<file path="config.mk">
export PLATFORM = sky130hd
export DESIGN_NAME = comm_ram_arbiter
export DESIGN_NICKNAME = d
export VERILOG_FILES = /design/src/rtl/comm_pkg.sv /design/src/rtl/comm_arb_wdog.sv /design/src/rtl/comm_ram_arbiter.sv
export SDC_FILE = /design/constraint.sdc
export NUM_CORES = 1
export LEC_CHECK = 0
export CORE_AREA = 2 2 98 100
export DETAILED_ROUTE_END_ITERATION = 7
export DIE_AREA = 0 0 100 102
export DONT_BUFFER_PORTS = 1
export PLACE_DENSITY = 0.3
export SLEW_MARGIN = 20
export SYNTH_ARGS = -nofsm -noshare
export SYNTH_HDL_FRONTEND = slang
export SYNTH_SLANG_ARGS = --single-unit
export TNS_END_PERCENT = 100
</file>
<file path="constraint.sdc">
create_clock -name sys_clk -period 1.76 [get_ports sys_clk]
set_clock_uncertainty 0.15 [all_clocks]
set_input_delay 0.176 -clock sys_clk [delete_from_list [all_inputs] [get_ports sys_clk]]
set_output_delay 0.176 -clock sys_clk [all_outputs]
set_load 0.02 [all_outputs]
</file>
<file path="src/rtl/comm_pkg.sv">
// Shared definitions for the memory commutator RAM-port arbiter.
//   state_e       : arbiter FSM state encoding (value doubles as the grant code)
//   GNT_*         : grant_o codes
//   TIMEOUT_DATA  : read data returned to a requester whose access was aborted by the watchdog
package comm_pkg;

    typedef enum logic [1:0] {
        ST_IDLE    = 2'b00,
        ST_GNT_CPU = 2'b01,
        ST_GNT_DMA = 2'b10
    } state_e;

    localparam logic [1:0] GNT_NONE = 2'b00;
    localparam logic [1:0] GNT_CPU  = 2'b01;
    localparam logic [1:0] GNT_DMA  = 2'b10;

    localparam logic [31:0] TIMEOUT_DATA = 32'hDEAD_BEEF;

endpackage

</file>
<file path="src/rtl/comm_arb_wdog.sv">
// Grant watchdog for comm_ram_arbiter (only built when COMM_ARB_TIMEOUT_EN is defined).
// Counts granted cycles that pass without a RAM ack and pulses expire on the cycle the
// count reaches TIMEOUT_CYCLES-1, i.e. on the TIMEOUT_CYCLES-th stalled grant cycle.
//   sys_clk  in  clock
//   sys_rst  in  synchronous reset, active-high
//   clr      in  hold the count at zero (arbiter idle)
//   cnt_en   in  a granted cycle with the request still up and no ack
//   expire   out one-cycle abort request
module comm_arb_wdog #(
    parameter int unsigned TIMEOUT_CYCLES = 255
) (
    input  logic sys_clk,
    input  logic sys_rst,
    input  logic clr,
    input  logic cnt_en,
    output logic expire
);

    localparam int unsigned CntW = $clog2(TIMEOUT_CYCLES + 1);
    localparam logic [CntW-1:0] CntLast = CntW'(TIMEOUT_CYCLES - 1);

    logic [CntW-1:0] cnt_q, cnt_d;

    always_comb begin
        cnt_d = cnt_q;
        if (clr) begin
            cnt_d = '0;
        end else if (cnt_en) begin
            cnt_d = cnt_q + 1'b1;
        end
    end

    always_ff @(posedge sys_clk) begin
        if (sys_rst) begin
            cnt_q <= '0;
        end else begin
            cnt_q <= cnt_d;
        end
    end

    assign expire = cnt_en && (cnt_q == CntLast);

endmodule

</file>
<file path="src/rtl/comm_ram_arbiter.sv">
// Shares the RAM data port between the CPU data interface and the DMA master.
// CPU has priority; after STARVE_LIMIT consecutive CPU wins over a pending DMA request the
// DMA is forced through. One cycle of arbitration latency (the IDLE cycle); once granted, the
// owner's stb/we/addr/data are muxed straight onto the RAM port and ack/data straight back.
//
// Optional feature: define COMM_ARB_TIMEOUT_EN to add a watchdog (comm_arb_wdog) that aborts a
// grant after TIMEOUT_CYCLES cycles without ram_ack_i, answering the owner with TIMEOUT_DATA.
//
// Ports
//   sys_clk, sys_rst            clock, synchronous active-high reset
//   cpu_stb_i/ack_o/we_i/addr_i/data_i/data_o   CPU stb/ack requester
//   dma_stb_i/ack_o/we_i/addr_i/data_i/data_o   DMA stb/ack requester
//   ram_stb_o/ack_i/we_o/addr_o/data_o/data_i   RAM port
//   grant_o                     00 none, 01 CPU, 10 DMA
//   timeout_o                   one-cycle pulse on watchdog abort (0 without the watchdog)
module comm_ram_arbiter
    import comm_pkg::*;
#(
    parameter int unsigned ADDR_W         = 16,
    parameter int unsigned DATA_W         = 32,
    parameter int unsigned STARVE_LIMIT   = 4,
    parameter int unsigned TIMEOUT_CYCLES = 255
) (
    input  logic              sys_clk,
    input  logic              sys_rst,

    input  logic              cpu_stb_i,
    output logic              cpu_ack_o,
    input  logic              cpu_we_i,
    input  logic [ADDR_W-1:0] cpu_addr_i,
    input  logic [DATA_W-1:0] cpu_data_i,
    output logic [DATA_W-1:0] cpu_data_o,

    input  logic              dma_stb_i,
    output logic              dma_ack_o,
    input  logic              dma_we_i,
    input  logic [ADDR_W-1:0] dma_addr_i,
    input  logic [DATA_W-1:0] dma_data_i,
    output logic [DATA_W-1:0] dma_data_o,

    output logic              ram_stb_o,
    input  logic              ram_ack_i,
    output logic              ram_we_o,
    output logic [ADDR_W-1:0] ram_addr_o,
    output logic [DATA_W-1:0] ram_data_o,
    input  logic [DATA_W-1:0] ram_data_i,

    output logic [1:0]        grant_o,
    output logic              timeout_o
);

    localparam int unsigned StarveW = $clog2(STARVE_LIMIT + 1);
    localparam logic [StarveW-1:0] StarveMax = StarveW'(STARVE_LIMIT);

    state_e               state_q, state_d;
    logic [StarveW-1:0]   starve_q, starve_d;
    logic                 wdog_expire;

`ifdef COMM_ARB_TIMEOUT_EN
    logic owner_stb;
    logic wdog_clr;
    logic wdog_cnt_en;

    assign owner_stb   = (state_q == ST_GNT_CPU) ? cpu_stb_i :
                         (state_q == ST_GNT_DMA) ? dma_stb_i : 1'b0;
    // A dropped stb is an abort, not a stall, so it does not count toward the timeout.
    assign wdog_clr    = (state_q == ST_IDLE);
    assign wdog_cnt_en = owner_stb & ~ram_ack_i;

    comm_arb_wdog #(
        .TIMEOUT_CYCLES (TIMEOUT_CYCLES)
    ) u_wdog (
        .sys_clk (sys_clk),
        .sys_rst (sys_rst),
        .clr     (wdog_clr),
        .cnt_en  (wdog_cnt_en),
        .expire  (wdog_expire)
    );
`else
    logic unused_timeout_cfg;

    assign wdog_expire        = 1'b0;
    assign unused_timeout_cfg = ^TIMEOUT_CYCLES;
`endif

    always_comb begin
        state_d    = state_q;
        starve_d   = starve_q;
        cpu_ack_o  = 1'b0;
        cpu_data_o = '0;
        dma_ack_o  = 1'b0;
        dma_data_o = '0;
        ram_stb_o  = 1'b0;
        ram_we_o   = 1'b0;
        ram_addr_o = '0;
        ram_data_o = '0;
        grant_o    = GNT_NONE;
        timeout_o  = 1'b0;

        unique case (state_q)
            ST_IDLE: begin
                if (cpu_stb_i && dma_stb_i && (starve_q == StarveMax)) begin
                    state_d  = ST_GNT_DMA;
                    starve_d = '0;
                end else if (cpu_stb_i) begin
                    state_d = ST_GNT_CPU;
                    // Count CPU wins only while DMA is actually waiting.
                    if (!dma_stb_i) begin
                        starve_d = '0;
                    end else if (starve_q != StarveMax) begin
                        starve_d = starve_q + 1'b1;
                    end
                end else if (dma_stb_i) begin
                    state_d  = ST_GNT_DMA;
                    starve_d = '0;
                end
            end

            ST_GNT_CPU: begin
                grant_o    = GNT_CPU;
                ram_stb_o  = cpu_stb_i & ~wdog_expire;
                ram_we_o   = cpu_we_i;
                ram_addr_o = cpu_addr_i;
                ram_data_o = cpu_data_i;
                cpu_ack_o  = ram_ack_i | wdog_expire;
                cpu_data_o = wdog_expire ? DATA_W'(TIMEOUT_DATA) : ram_data_i;
                timeout_o  = wdog_expire;
                if (ram_ack_i || !cpu_stb_i || wdog_expire) begin
                    state_d = ST_IDLE;
                end
            end

            ST_GNT_DMA: begin
                grant_o    = GNT_DMA;
                ram_stb_o  = dma_stb_i & ~wdog_expire;
                ram_we_o   = dma_we_i;
                ram_addr_o = dma_addr_i;
                ram_data_o = dma_data_i;
                dma_ack_o  = ram_ack_i | wdog_expire;
                dma_data_o = wdog_expire ? DATA_W'(TIMEOUT_DATA) : ram_data_i;
                timeout_o  = wdog_expire;
                if (ram_ack_i || !dma_stb_i || wdog_expire) begin
                    state_d = ST_IDLE;
                end
            end

            default: begin
                state_d = ST_IDLE;
            end
        endcase
    end

    always_ff @(posedge sys_clk) begin
        if (sys_rst) begin
            state_q  <= ST_IDLE;
            starve_q <= '0;
        end else begin
            state_q  <= state_d;
            starve_q <= starve_d;
        end
    end

endmodule
</file>
==> impl_metrics.env <==
export IMPL_status="finished, violations left"
export IMPL_failed_checks="setup timing"
export IMPL_via_per_inst=4.90
export IMPL_gp_congestion=0.730
export IMPL_start_util=0.173
export IMPL_final_common_cell="buf_4"
export IMPL_maxCapViolCount=0
export IMPL_seqPwrFrac=0.101
export IMPL_ant_nets=0
export IMPL_die_w_um=100
export IMPL_grt_pass1_vias=1643
export IMPL_power_switching_uw=543
export IMPL_top_layer_used="met4"
export IMPL_fill_cells=957
export IMPL_seq_area_frac_synth=0.0634
export IMPL_vias=1930
export IMPL_num_io_pins=254
export IMPL_cts_root_buf="clkbuf_8"
export IMPL_wl_um=7100
export IMPL_insertion_delay_ns=0.22
export IMPL_total_leakage_power_nw=1.02
export IMPL_report_final_slew_viol_count=0
export IMPL_synth_seq_cells=5
export IMPL_antenna_cells=0
export IMPL_fp_dieH_um=102
export IMPL_drc=0
export IMPL_most_common_layout_cells="buf_4 (53), nor2b_1 (44), and2_4 (42)"
export IMPL_place_ws_ns=0.0557
export IMPL_irDropWorstVdd_uv=368
export IMPL_dieArea_um2=10200
export IMPL_intPower_uw=734
export IMPL_crit_path_end_kind="output port"
export IMPL_clkSinkCount=5
export IMPL_switching_share=0.425
export IMPL_syn_inst=230
export IMPL_setup_slack_ns=-0.0378
export IMPL_firstDrtPassIters=4
export IMPL_setup_tns_ns=-0.281
export IMPL_required_ns=1.43
export IMPL_arrival_ns=1.47
export IMPL_overflow=0
export IMPL_cts_buffer_depth=2
export IMPL_antenna_found_initial=0
export IMPL_dr_first_iter_drc_count=29
export IMPL_power_frac_clock=0.168
export IMPL_portBuffers=0
export IMPL_track_usage=0.106
export IMPL_worst_setup_path_type="register to output port"
export IMPL_fmax_mhz=556
export IMPL_synth_fp_nets=372
export IMPL_drt_met1_wl_um=2770
export IMPL_yosys_warnings=0
export IMPL_ys_top_cells_by_area="and2_1 (26%), a22oi_1 (23%), nor2b_1 (19%)"
export IMPL_fin_nets=426
export IMPL_p_comb_frac=0.731
export IMPL_crit_fanout=22
export IMPL_dp_hpwl_um=4900
export IMPL_rsz0062_at_grt="true"
export IMPL_crit_path_start_kind="register"
export IMPL_finalHoldViolations=0
export IMPL_layout_drive_gt1_share=0.558
export IMPL_grt_pass1_wl_um=8520
export IMPL_min_period_over_period=1.02
export IMPL_syn_area_um2=1580
export IMPL_yosysUniqueCellTypes=28
export IMPL_rows=35
export IMPL_cts_inserted_buffers=3
export IMPL_cts_tree="built"
export IMPL_clk_pin_slew_ns=0.04
export IMPL_wl_per_cell_um=18.0
export IMPL_fin_crit_ns=1.80
export IMPL_met3_length_um=580
export IMPL_htree_levels=1
export IMPL_route_met2_wl_um=3730
export IMPL_avgSynthCellArea_um2=6.87
export IMPL_area_growth_pct=71.4
export IMPL_grt_max_degree=45
export IMPL_yosysTopAreaCellShare=0.261
export IMPL_finalSetupViolCount=20
export IMPL_fp_coreArea_um2=9110
export IMPL_yosysTopAreaCell="and2_1"
export IMPL_hold_class="input pin to register"
export IMPL_pwr_density_cell_nw_per_um2=472
==> registers in the layout, summed over array words and instances, names as in the netlist <==
| name | cells |
|---|---|
| state_q | 2 |
| starve_q | 3 |
==> stage by stage <==
step,instances,area [um2],hold WS [ns],util,power [mW]
after global placement,374,2100,0.0995,0.231,0.821
final,394,2710,0.00476,0.297,1.28
after CTS,389,2430,0.00171,0.267,1.16
after global routing,394,2710,0.0263,0.297,1.35
after detailed placement,374,2100,0.0995,0.231,0.820
after floorplan,230,1580,0.0951,-,0.637
==> worst max-delay path: stages, from the launching register on <==
cell     delay, ns
dfxtp_4       0.38
inv_6         0.05
ha_4          0.20
buf_12        0.16
a22oi_1       0.21
nor2b_2       0.07
buf_4         0.16
==> synth_stat cells, drive strengths merged <==
library cell and number:
o32ai 2, nand2b 1, a2bb2oi 1, ha 7, nor2b 49, conb 1
nor3b 1, nand2 5, nor2 1, o21bai 1, dfxtp 5, a21oi 3
nand3 1, buf 13, and3b 1, and2b 1, nand4 2, and2 67
a22oi 50, inv 4, o21ai 2, a21o 1, clkbuf 11
==> area by class of cell <==
class	count	area [um2]	share of cell area
clock buffers	4	45.0	0.0166
inverters	4	22.5	0.00832
multi-input cells	197	1620	0.598
flip-flops and latches	5	108	0.0398
well taps	111	139	0.0513
repair buffers	73	773	0.286
==> final timing paths <==
kind                                   from       endpoint  slack (ns)  cells past startpoint
worst max-delay path             state_q[1]  ram_data_o[2]       -0.04                      6
worst min-delay path                sys_rst     state_q[0]       0.005                      2
worst max register to register   state_q[0]     state_q[1]        0.10                      7
worst min register to register  starve_q[1]    starve_q[1]        0.32                      2
==> what timing repair did <==
action                     4_1_cts  5_1_grt
hold buffers                     2        0
buffers inserted                 6        2
cloned                           3        4
hold endpoints to repair         5        0
gates resized for setup         28      107
setup endpoints to repair       85       71
pin swaps                        3        5
==> power by group through the flow <==
stage	registers, mW	logic (mW)	clock network [mW]
finish	0.129	0.933	0.215
global route	0.131	0.999	0.222
CTS	0.128	0.815	0.220
detailed placement	0.127	0.693	0
global placement	0.127	0.694	0
floorplan	0.126	0.511	0
==> layer usage <==
metal,global-route usage,vias up
met5,0,-
met4,0.0221,0
met3,0.0192,4
met2,0.205,138
met1,0.122,893
li1,-,895
==> kinds of logic (layout without fill, tap and decap cells) <==
group | Yosys count | in the layout | share of synthesized area
AO/OA/AOI/OAI | 60 | 60 | 0.295
flip-flops | 5 | 5 | 0.0634
adder cells (fa/ha/maj) | 7 | 7 | 0.0555
other | 1 | 1 | 0.00237
AND/OR/NAND/NOR | 129 | 129 | 0.506
buffers and inverters | 28 | 81 | 0.0784
No activity file was read; power rests on OpenSTA's default activity.
